**config.mk**
```make
export PLATFORM = sky130hd
export DESIGN_NAME = muldiv_seq_unit
export DESIGN_NICKNAME = d
export VERILOG_FILES = /design/src/rtl/muldiv_seq_unit.sv
export SDC_FILE = /design/constraint.sdc
export NUM_CORES = 1
export LEC_CHECK = 0
export ABC_CLOCK_PERIOD_IN_PS = 4700
export CAP_MARGIN = 0
export CELL_PAD_IN_SITES_DETAIL_PLACEMENT = 1
export CELL_PAD_IN_SITES_GLOBAL_PLACEMENT = 1
export CORE_ASPECT_RATIO = 1.25
export CORE_MARGIN = 5
export CORE_UTILIZATION = 44
export CTS_BUF_LIST = sky130_fd_sc_hd__clkbuf_16
export CTS_CLUSTER_DIAMETER = 80
export DETAILED_ROUTE_END_ITERATION = 10
export HOLD_SLACK_MARGIN = 0.15
export PLACE_DENSITY = 0.9
export SLEW_MARGIN = 20
export SYNTH_ARGS = -nofsm -noshare
export SYNTH_HDL_FRONTEND = slang
export SYNTH_SLANG_ARGS = --single-unit
export TNS_END_PERCENT = 30
```
**constraint.sdc**
```tcl
create_clock -name clk -period 4.7 [get_ports clk]
set_input_delay 0.705 -clock clk [delete_from_list [all_inputs] [get_ports clk]]
set_output_delay 0.705 -clock clk [all_outputs]
set_load 0.05 [all_outputs]
```
**src/rtl/muldiv_seq_unit.sv**
```systemverilog
// muldiv_seq_unit
//   Sequential 32-bit multiply / divide unit (MIPS MULT/MULTU/DIV/DIVU style).
//   One radix-2 iteration per clock, fixed latency of WIDTH+1 cycles from the
//   accepting edge to the hi/lo write.
//
// Ports
//   clk            rising-edge clock
//   rst            asynchronous active-low reset
//   start          request an operation (sampled only in IDLE)
//   mul0_div1_sel  0 = multiply, 1 = divide
//   signed_op      1 = signed, 0 = unsigned
//   in_a / in_b    multiplicand/dividend, multiplier/divisor
//   flush          synchronous abort of the operation in flight
//   busy           operation accepted and not yet written
//   done           one-cycle pulse, hi/lo just updated
//   hi / lo        registered result (product high/low, remainder/quotient)
//   div_by_zero    pulses with done when a divide had in_b == 0
module muldiv_seq_unit #(
    parameter int WIDTH = 32
) (
    input  logic             clk,
    input  logic             rst,
    input  logic             start,
    input  logic             mul0_div1_sel,
    input  logic             signed_op,
    input  logic [WIDTH-1:0] in_a,
    input  logic [WIDTH-1:0] in_b,
    input  logic             flush,
    output logic             busy,
    output logic             done,
    output logic [WIDTH-1:0] hi,
    output logic [WIDTH-1:0] lo,
    output logic             div_by_zero
);

    localparam int CW = $clog2(WIDTH);
    localparam logic [WIDTH-1:0]   ONE  = {{(WIDTH-1){1'b0}}, 1'b1};
    localparam logic [2*WIDTH-1:0] ONE2 = {{(2*WIDTH-1){1'b0}}, 1'b1};
    localparam logic [CW-1:0]      LAST = CW'(WIDTH-1);

    typedef enum logic [1:0] {S_IDLE, S_RUN, S_FIX} state_t;

    state_t           r_state;
    logic [CW-1:0]    r_cnt;
    logic             r_op_div;
    logic             r_neg_res;   // product / quotient must be negated
    logic             r_neg_a;     // dividend was negative (remainder sign)
    logic             r_div0;
    logic [WIDTH-1:0] r_b_mag;
    logic [WIDTH-1:0] r_acc_hi;    // partial product high / partial remainder
    logic [WIDTH-1:0] r_acc_lo;    // multiplier bits / dividend-then-quotient bits

    // Operand magnitudes at issue
    logic             w_a_neg, w_b_neg;
    logic [WIDTH-1:0] w_a_mag, w_b_mag;

    assign w_a_neg = signed_op & in_a[WIDTH-1];
    assign w_b_neg = signed_op & in_b[WIDTH-1];
    assign w_a_mag = w_a_neg ? (~in_a + ONE) : in_a;
    assign w_b_mag = w_b_neg ? (~in_b + ONE) : in_b;

    // Multiply step: conditionally add, then shift {sum, acc_lo} right by one
    logic [WIDTH:0] w_mul_sum;
    assign w_mul_sum = {1'b0, r_acc_hi} + (r_acc_lo[0] ? {1'b0, r_b_mag} : {(WIDTH+1){1'b0}});

    // Restoring divide step: shift in next dividend bit, trial subtract.
    // The shifted remainder fits in WIDTH+1 bits, so bit WIDTH of the
    // difference is the borrow.
    logic [WIDTH:0] w_shift, w_diff;
    logic           w_q_bit;
    assign w_shift = {r_acc_hi, r_acc_lo[WIDTH-1]};
    assign w_diff  = w_shift - {1'b0, r_b_mag};
    assign w_q_bit = ~w_diff[WIDTH];

    // Sign correction
    logic [2*WIDTH-1:0] w_prod, w_prod_n;
    logic [WIDTH-1:0]   w_quo_n, w_rem_n;
    assign w_prod   = {r_acc_hi, r_acc_lo};
    assign w_prod_n = ~w_prod + ONE2;
    assign w_quo_n  = ~r_acc_lo + ONE;
    assign w_rem_n  = ~r_acc_hi + ONE;

    always_ff @(posedge clk or negedge rst) begin
        if (!rst) begin
            r_state     <= S_IDLE;
            r_cnt       <= '0;
            r_op_div    <= 1'b0;
            r_neg_res   <= 1'b0;
            r_neg_a     <= 1'b0;
            r_div0      <= 1'b0;
            r_b_mag     <= '0;
            r_acc_hi    <= '0;
            r_acc_lo    <= '0;
            busy        <= 1'b0;
            done        <= 1'b0;
            div_by_zero <= 1'b0;
            hi          <= '0;
            lo          <= '0;
        end else begin
            done        <= 1'b0;
            div_by_zero <= 1'b0;
            case (r_state)
                S_IDLE: begin
                    // flush beats start
                    if (start && !flush) begin
                        r_op_div  <= mul0_div1_sel;
                        r_neg_res <= w_a_neg ^ w_b_neg;
                        r_neg_a   <= w_a_neg;
                        r_div0    <= mul0_div1_sel && (in_b == '0);
                        r_b_mag   <= w_b_mag;
                        r_acc_hi  <= '0;
                        r_acc_lo  <= w_a_mag;
                        r_cnt     <= '0;
                        busy      <= 1'b1;
                        r_state   <= S_RUN;
                    end
                end
                S_RUN: begin
                    if (flush) begin
                        busy    <= 1'b0;
                        r_state <= S_IDLE;
                    end else begin
                        if (r_op_div) begin
                            r_acc_hi <= w_q_bit ? w_diff[WIDTH-1:0] : w_shift[WIDTH-1:0];
                            r_acc_lo <= {r_acc_lo[WIDTH-2:0], w_q_bit};
                        end else begin
                            r_acc_hi <= w_mul_sum[WIDTH:1];
                            r_acc_lo <= {w_mul_sum[0], r_acc_lo[WIDTH-1:1]};
                        end
                        r_cnt <= r_cnt + 1'b1;
                        if (r_cnt == LAST)
                            r_state <= S_FIX;
                    end
                end
                S_FIX: begin
                    if (!flush) begin
                        if (r_op_div) begin
                            // With a zero divisor the restoring loop leaves an
                            // all-ones quotient and |a| as remainder; restoring
                            // the dividend sign on the remainder yields in_a.
                            lo <= r_div0 ? {WIDTH{1'b1}} : (r_neg_res ? w_quo_n : r_acc_lo);
                            hi <= r_neg_a ? w_rem_n : r_acc_hi;
                            div_by_zero <= r_div0;
                        end else begin
                            {hi, lo} <= r_neg_res ? w_prod_n : w_prod;
                        end
                        done <= 1'b1;
                    end
                    busy    <= 1'b0;
                    r_state <= S_IDLE;
                end
                default: begin
                    busy    <= 1'b0;
                    r_state <= S_IDLE;
                end
            endcase
        end
    end

endmodule

```
==> metrics.csv, run 1 <==
stage;metric;value;unit
status;outcome;finished clean;
power_and_ir_drop;PD cells;531;nW/um^2
critical_path;reg2reg end;r_acc_hi[30];
clock_network;Num Clock Sinks;174;
clock_network;TritonCTS clock tree;done;
routing;ANT nets after route;0;
global_routing;largest net degree at the start of global routing;106;
timing;unrepaired setup endpoints after global routing;false;
critical_path;worst-path fanout max;17;
power_and_ir_drop;clock group share of total power;0.180;
timing;Slew Limit Fails;0;
routing;WL/cell;21.7;um
global_routing;global-route wire length before repair;77800;um
placed_design;number of cells after detailed placement;2225;
die;Starting Density;0.448;
power_and_ir_drop;Comb pwr share;0.562;
yosys;register area share after synthesis;0.313;
die;core region area;31100;um^2
yosys;Post-synth top flop;dfrtp_1;
routing;vias;13800;
global_routing;antenna violations before repair;0;
timing;Layout Skew;0.00852;ns
global_routing;total track usage;0.271;
clock_network;Worst-path clk slew;0.07;ns
power_and_ir_drop;Int Power;4.50;mW
critical_path;r2r setup slk;0.68;ns
power_and_ir_drop;Max VDD drop;0.327;mV
timing;max_slew headroom;0.259;
power_and_ir_drop;LEAKAGE;7.06;nW
critical_path;worst path required time;5.03;ns
yosys;synthesized flop and latch total;174;
timing;Final Hold Fails;0;
clock_network;postcts setup bufs;0;
die;chip width;169;um
power_and_ir_drop;Psw;4.14;mW
final_layout;Final #Nets;1979;
yosys;Synth area leaders;dfrtp_1 (31%), o21ai_0 (8.0%), ha_1 (6.3%), nand2_1 (5.8%), xor2_1 (5.7%);
routing;Detailed Routing Iterations Pass 1;5;
yosys;synthesized cell area;13900;um^2
routing;post-DR vias/cell;6.13;
timing;# setup viols final;0;
yosys;top cell type's share of synthesized area;0.313;
routing;DR iter-0 viols;902;
placed_design;DP HPWL;36900;um
global_routing;total gr overflow;0;
placed_design;IO buf count;136;
critical_path;Worst Setup End Kind;register;
final_layout;Non-Filler Instances;2257;
power_and_ir_drop;register share of total power;0.258;
critical_path;critical path class;reg -> reg;
yosys;Synth Instances;1756;
job;Max Cap Viol;0;
timing;setup TNS;0;ns
placed_design;gpl congestion;0.938;
timing;Final Cycle Share;0.856;
yosys;Syn Area/Cell;7.93;um^2
timing;Max Freq;0.249;GHz
yosys;Yosys top cell by area;dfrtp_1;
routing;final wirelength;48900;um
yosys;Yosys cell types;71;
critical_path;crit path DAT;4.35;ns
final_layout;Synth-to-Final Area Change;16.7;%
die;row count;72;
critical_path;Critical Path Start Type;register;
clock_network;deepest clock path buffer count;2;
die;IO Count;137;
timing;minimum clock period;4.02;ns
final_layout;layout cells sized above 1;0.0416;
final_layout;n_diodes;0;
placed_design;DP Worst Slack;0.769;ns
yosys;Syn Nets;1898;
timing;worst setup margin;0.677;ns
yosys;share of flip-flops with an asynchronous set or reset;1.00;
timing;actual slew at the worst max-slew pin;1.11;ns
power_and_ir_drop;Switching Share;0.479;
clock_network;# hold bufs at CTS;0;
clock_network;Resize count post-CTS;0;
clock_network;H-tree depth;4;
die;chip height;209;um
clock_network;CTS buffer count;17;
critical_path;worst r2r path cells;13;
global_routing;vias in the first global route;14600;
routing;Remaining DRCs;0;
hold_path;hold crit path type;in -> async;
critical_path;Crit Reg-Reg Startpoint;r_acc_lo[31];
clock_network;Root Driver;clkbuf_16;
clock_network;clock latency on the worst-skew pair;0.45;ns
yosys;Post-synth EDFFs;0;
die;die area;35300;um^2
yosys;yosys warns;0;
[through the flow]
step / total power, mW / util / hold WS, ns / cell area [um^2]
global placement: 6.73 / 0.503 / 0.461 / 15600
detailed placement: 6.94 / 0.503 / 0.472 / 15600
finish: 8.63 / 0.523 / 0.369 / 16300
CTS: 8.55 / 0.523 / 0.443 / 16200
floorplan: 5.52 / - / 0.409 / 13900
global route: 9.16 / 0.523 / 0.453 / 16300
[power by group through the flow]
stage	clock network [mW]	registers (mW)	logic, mW
CTS	1.56	2.20	4.79
global placement	0	2.20	4.53
global route	1.63	2.26	5.28
finish	1.56	2.23	4.85
detailed placement	0	2.22	4.72
floorplan	0	2.02	3.50
[state kept, by name, indices dropped and copies added, names as in the netlist]
signal and cells:
hi 32, lo 32, r_acc_hi 32, r_acc_lo 32, r_b_mag 32, r_cnt 5, r_state 2, busy 1
div_by_zero 1, done 1, r_div0 1, r_neg_a 1, r_neg_res 1, r_op_div 1
[cell families after synthesis]
family	synth area share
adder cells (fa/ha/maj)	0.0657
buffers and inverters	0.0411
XOR/XNOR	0.106
AO/OA/AOI/OAI	0.242
multiplexers	0.0390
flip-flops	0.313
AND/OR/NAND/NOR	0.194
[routing by layer]
metal | up-vias | routed length, um | global-route usage | share of wire
met2 | 448 | 25000 | 0.486 | 0.51
met4 | 0 | 1980 | 0.121 | 0.041
li1 | 6441 | - | - | -
met3 | 130 | 2310 | 0.0342 | 0.047
met1 | 6827 | 19600 | 0.323 | 0.40
met5 | - | 0 | 0 | 0
[worst max-delay path by stage]
| stage | from | end | slack [ns] | cells after the start |
|---|---|---|---|---|
| floorplan | r_acc_lo[31] | r_acc_hi[31] | 1.32 | 13 |
| CTS | r_acc_lo[31] | r_acc_hi[30] | 0.70 | 13 |
| global placement | r_acc_lo[31] | r_acc_hi[30] | 0.93 | 13 |
| detailed placement | r_acc_lo[31] | r_acc_hi[30] | 0.77 | 13 |
| global route | r_acc_lo[0] | r_acc_hi[24] | 0.47 | 12 |
| finish | r_acc_lo[31] | r_acc_hi[30] | 0.68 | 13 |
[synth_stat cells (15+ instances only)]
cell and number:
a21oi_1 147, dfrtp_1 174, nor3_1 41, inv_1 53, or3_1 18, xnor2_1 78
nand2_1 216, o31ai_1 20, o21ai_0 224, ha_1 70, mux2i_1 52, nand3_1 24
a21o_1 29, xor2_1 90, nor4_1 17, clkbuf_1 80, nor2_1 149, and3_1 19
nor2b_1 17, and2_1 15, nand2b_1 19, a22oi_1 15
[cell type report]
| class | count | area (um^2) |
|---|---|---|
| inverter | 55 | 206 |
| fill | 3799 | 14800 |
| sequential | 174 | 4360 |
| timing repair buffer | 156 | 1530 |
| tap | 407 | 509 |
| clock inverter | 15 | 201 |
| multi-input combinational | 1433 | 9020 |
| clock buffer | 17 | 425 |
[worst max-delay path, stage by stage, from the launching register on]
cell and delay, ns:
dfrtp_1 0.42, inv_1 0.17, ha_1 0.26, fa_1 0.40, nand2b_1 0.19, a21o_1 0.21
a211o_1 0.35, a31oi_2 0.23, o21a_1 0.20, o21ai_1 0.27, nand2_2 0.14, buf_4 0.31
mux2_2 0.39, a221o_1 0.34
[cell usage in the layout (no fill, tap or decap), types with 24 or more instances in the layout]
cell type,n
xor2_1,90
a21o_1,29
clkdlybuf4s50_1,135
nand2_1,215
mux2i_1,52
xnor2_1,78
nand3_1,24
nor2_1,147
o21ai_0,224
ha_1,70
inv_1,54
dfrtp_1,173
a21oi_1,146
nor3_1,41
(Power assumes the default switching activity.)
==> run 2, diff against run 1 <==
==> constraint.sdc (replaced) <==
create_clock -name clk -period 4.7 [get_ports clk]
set_input_delay 0.705 -clock clk [delete_from_list [all_inputs] [get_ports clk]]
set_output_delay 0.705 -clock clk [all_outputs]
set_load 0.01 [all_outputs]
==> results of run 2 <==
Same layout as run 1 (identical final DEF). Status: finished clean.
==> run 3, diff against run 2 <==
--- a/config.mk
+++ b/config.mk
@@ -17,6 +17,8 @@
 export DETAILED_ROUTE_END_ITERATION = 10
 export HOLD_SLACK_MARGIN = 0.15
 export PLACE_DENSITY = 0.9
+export REMOVE_ABC_BUFFERS = 1
+export SETUP_SLACK_MARGIN = 0.15
 export SLEW_MARGIN = 20
 export SYNTH_ARGS = -nofsm -noshare
 export SYNTH_HDL_FRONTEND = slang
==> run 3 against run 2 <==
  * Register-to-register slack got worse by 0.20 ns
  * Routed wire length rose by 2.9%
  * Flip-flop and latch count did not move
  * Design area rose by 0.18%
  * Global-route usage rose by 0.85 points
  * Die area did not move
  * Combinational power rose by 0.8%
  * Sequential power barely moved
  * First-iteration DRC count rose by 4.0%
  * Maximum frequency fell by 4.7%
  * Cell count rose by 0.22%
==> metrics.csv, run 3 (synthesis gave the netlist of run 1 again) <==
stage;metric;value;unit
global_routing;vias in the first global route;14800;
job;Max Cap Viol;0;
clock_network;Worst-path clk slew;0.07;ns
power_and_ir_drop;PD cells;535;nW/um^2
timing;Layout Skew;0.0120;ns
global_routing;total gr overflow;0;
power_and_ir_drop;Psw;4.18;mW
clock_network;Resize count post-CTS;0;
die;chip width;169;um
timing;setup TNS;0;ns
critical_path;worst path required time;5.03;ns
global_routing;total track usage;0.280;
timing;hold_ws;0.369;ns
clock_network;H-tree depth;4;
clock_network;TritonCTS clock tree;done;
critical_path;critical path startpoint;r_acc_lo[31];
final_layout;commonest cells after routing, fill and taps aside;o21ai_0 (224), nand2_1 (215), dfrtp_1 (173), nor2_1 (147), a21oi_1 (145);
critical_path;worst-path fanout max;12;
final_layout;commonest non-fill, non-tap cell in the layout;o21ai_0;
timing;Final Hold Fails;0;
routing;Detailed Routing Iterations Pass 1;6;
power_and_ir_drop;clock group share of total power;0.180;
timing;max_slew headroom;0.300;
critical_path;Critical Path Sink;r_acc_hi[22];
global_routing;largest net degree at the start of global routing;108;
die;Starting Density;0.448;
die;die area;35300;um^2
timing;Slew Limit Fails;0;
power_and_ir_drop;Int Power;4.53;mW
global_routing;antenna violations before repair;1;
routing;ANT nets after route;0;
clock_network;Num Clock Sinks;174;
final_layout;Final #Nets;1983;
die;core region area;31100;um^2
critical_path;reg2reg end;r_acc_hi[22];
power_and_ir_drop;Switching Share;0.480;
power_and_ir_drop;register share of total power;0.259;
clock_network;# hold bufs at CTS;0;
final_layout;Synth-to-Final Area Change;16.9;%
timing;actual slew at the worst max-slew pin;1.04;ns
timing;# setup viols final;0;
timing;unrepaired setup endpoints after global routing;false;
critical_path;Worst Setup End Kind;register;
routing;WL/cell;22.2;um
global_routing;global-route wire length before repair;80100;um
clock_network;clock latency on the worst-skew pair;0.45;ns
placed_design;gpl congestion;0.970;
status;outcome;finished clean;
critical_path;r2r setup slk;0.48;ns
final_layout;multi-input logic area;9030;um^2
timing;minimum clock period;4.22;ns
power_and_ir_drop;Comb pwr share;0.562;
timing;Max Freq;0.237;GHz
routing;final wirelength;50300;um
critical_path;critical path class;reg -> reg;
timing;Final Cycle Share;0.898;
placed_design;DP HPWL;37900;um
final_layout;FF+latch area;4360;um^2
power_and_ir_drop;LEAKAGE;7.07;nW
critical_path;Critical Path Start Type;register;
clock_network;CTS buffer count;17;
hold_path;hold crit path type;in -> async;
critical_path;Crit Reg-Reg Startpoint;r_acc_lo[31];
die;row count;72;
routing;post-DR vias/cell;6.17;
clock_network;Root Driver;clkbuf_16;
routing;DR iter-0 viols;938;
routing;vias;14000;
die;IO Count;137;
routing;Remaining DRCs;0;
clock_network;postcts setup bufs;0;
placed_design;IO buf count;136;
final_layout;# fillers;3785;
power_and_ir_drop;Max VDD drop;0.309;mV
final_layout;layout cells sized above 1;0.0431;
critical_path;crit path DAT;4.55;ns
die;chip height;209;um
clock_network;deepest clock path buffer count;2;
critical_path;worst r2r path cells;12;
-- run 3: worst max-delay path: stages (launching register included) --
cell	delay, ns
dfrtp_1	0.45
inv_1	0.18
ha_1	0.26
fa_1	0.41
nand2b_1	0.20
a21o_1	0.21
a211o_1	0.34
a31oi_2	0.22
o21ai_0	0.18
a311oi_2	0.57
and2_1	0.53
o21ai_0	0.19
a221o_1	0.35
-- run 3: area by class of cell --
| cell class | instances | area share |
|---|---|---|
| multi-input combinational | 1433 | 0.554 |
| clock inverter | 15 | 0.0121 |
| clock buffer | 17 | 0.0261 |
| inverter | 55 | 0.0127 |
| tap | 407 | 0.0313 |
| sequential | 174 | 0.268 |
| antenna | 1 | 0.000154 |
| timing repair buffer | 160 | 0.0957 |
-- run 3: worst min path at each step --
| stage | slack, ns | cells past startpoint | to | from |
|---|---|---|---|---|
| finish | 0.37 | 1 | lo[28] | rst |
| global route | 0.43 | 1 | lo[28] | rst |
| CTS | 0.46 | 1 | lo[28] | rst |
| detailed placement | 0.47 | 2 | r_b_mag[7] | r_b_mag[7] |
| global placement | 0.46 | 2 | r_b_mag[13] | r_b_mag[13] |
| floorplan | 0.41 | 0 | busy | rst |
-- run 3: metal layers --
layer | part of all wire | wire length [um] | vias up | track usage
met5 | 0 | 0 | - | 0
met4 | 0.038 | 1890 | 0 | 0.109
met3 | 0.053 | 2650 | 139 | 0.0371
met2 | 0.52 | 26200 | 496 | 0.513
met1 | 0.39 | 19600 | 6899 | 0.328
li1 | - | - | 6427 | -
-- run 3: per-stage QoR --
| step | cells | cell area (um^2) | utilization | power [mW] | worst slack (ns) |
|---|---|---|---|---|---|
| after CTS | 2261 | 16300 | 0.524 | 8.61 | 0.532 |
| after global routing | 2262 | 16300 | 0.524 | 9.23 | 0.310 |
| after floorplan | 1662 | 13600 | - | 5.44 | 0.663 |
| after detailed placement | 2229 | 15600 | 0.504 | 7.00 | 0.571 |
| after global placement | 2229 | 15600 | 0.504 | 6.82 | 0.798 |
| final | 2262 | 16300 | 0.524 | 8.71 | 0.479 |
-- run 3: power groups by stage --
stage	Combinational [mW]	Clock [mW]	Sequential, mW
6_report	4.89	1.56	2.25
5_1_grt	5.32	1.63	2.28
4_1_cts	4.82	1.56	2.23
3_5_place_dp	4.75	0	2.25
3_3_place_gp	4.59	0	2.23
2_1_floorplan	3.35	0	2.09
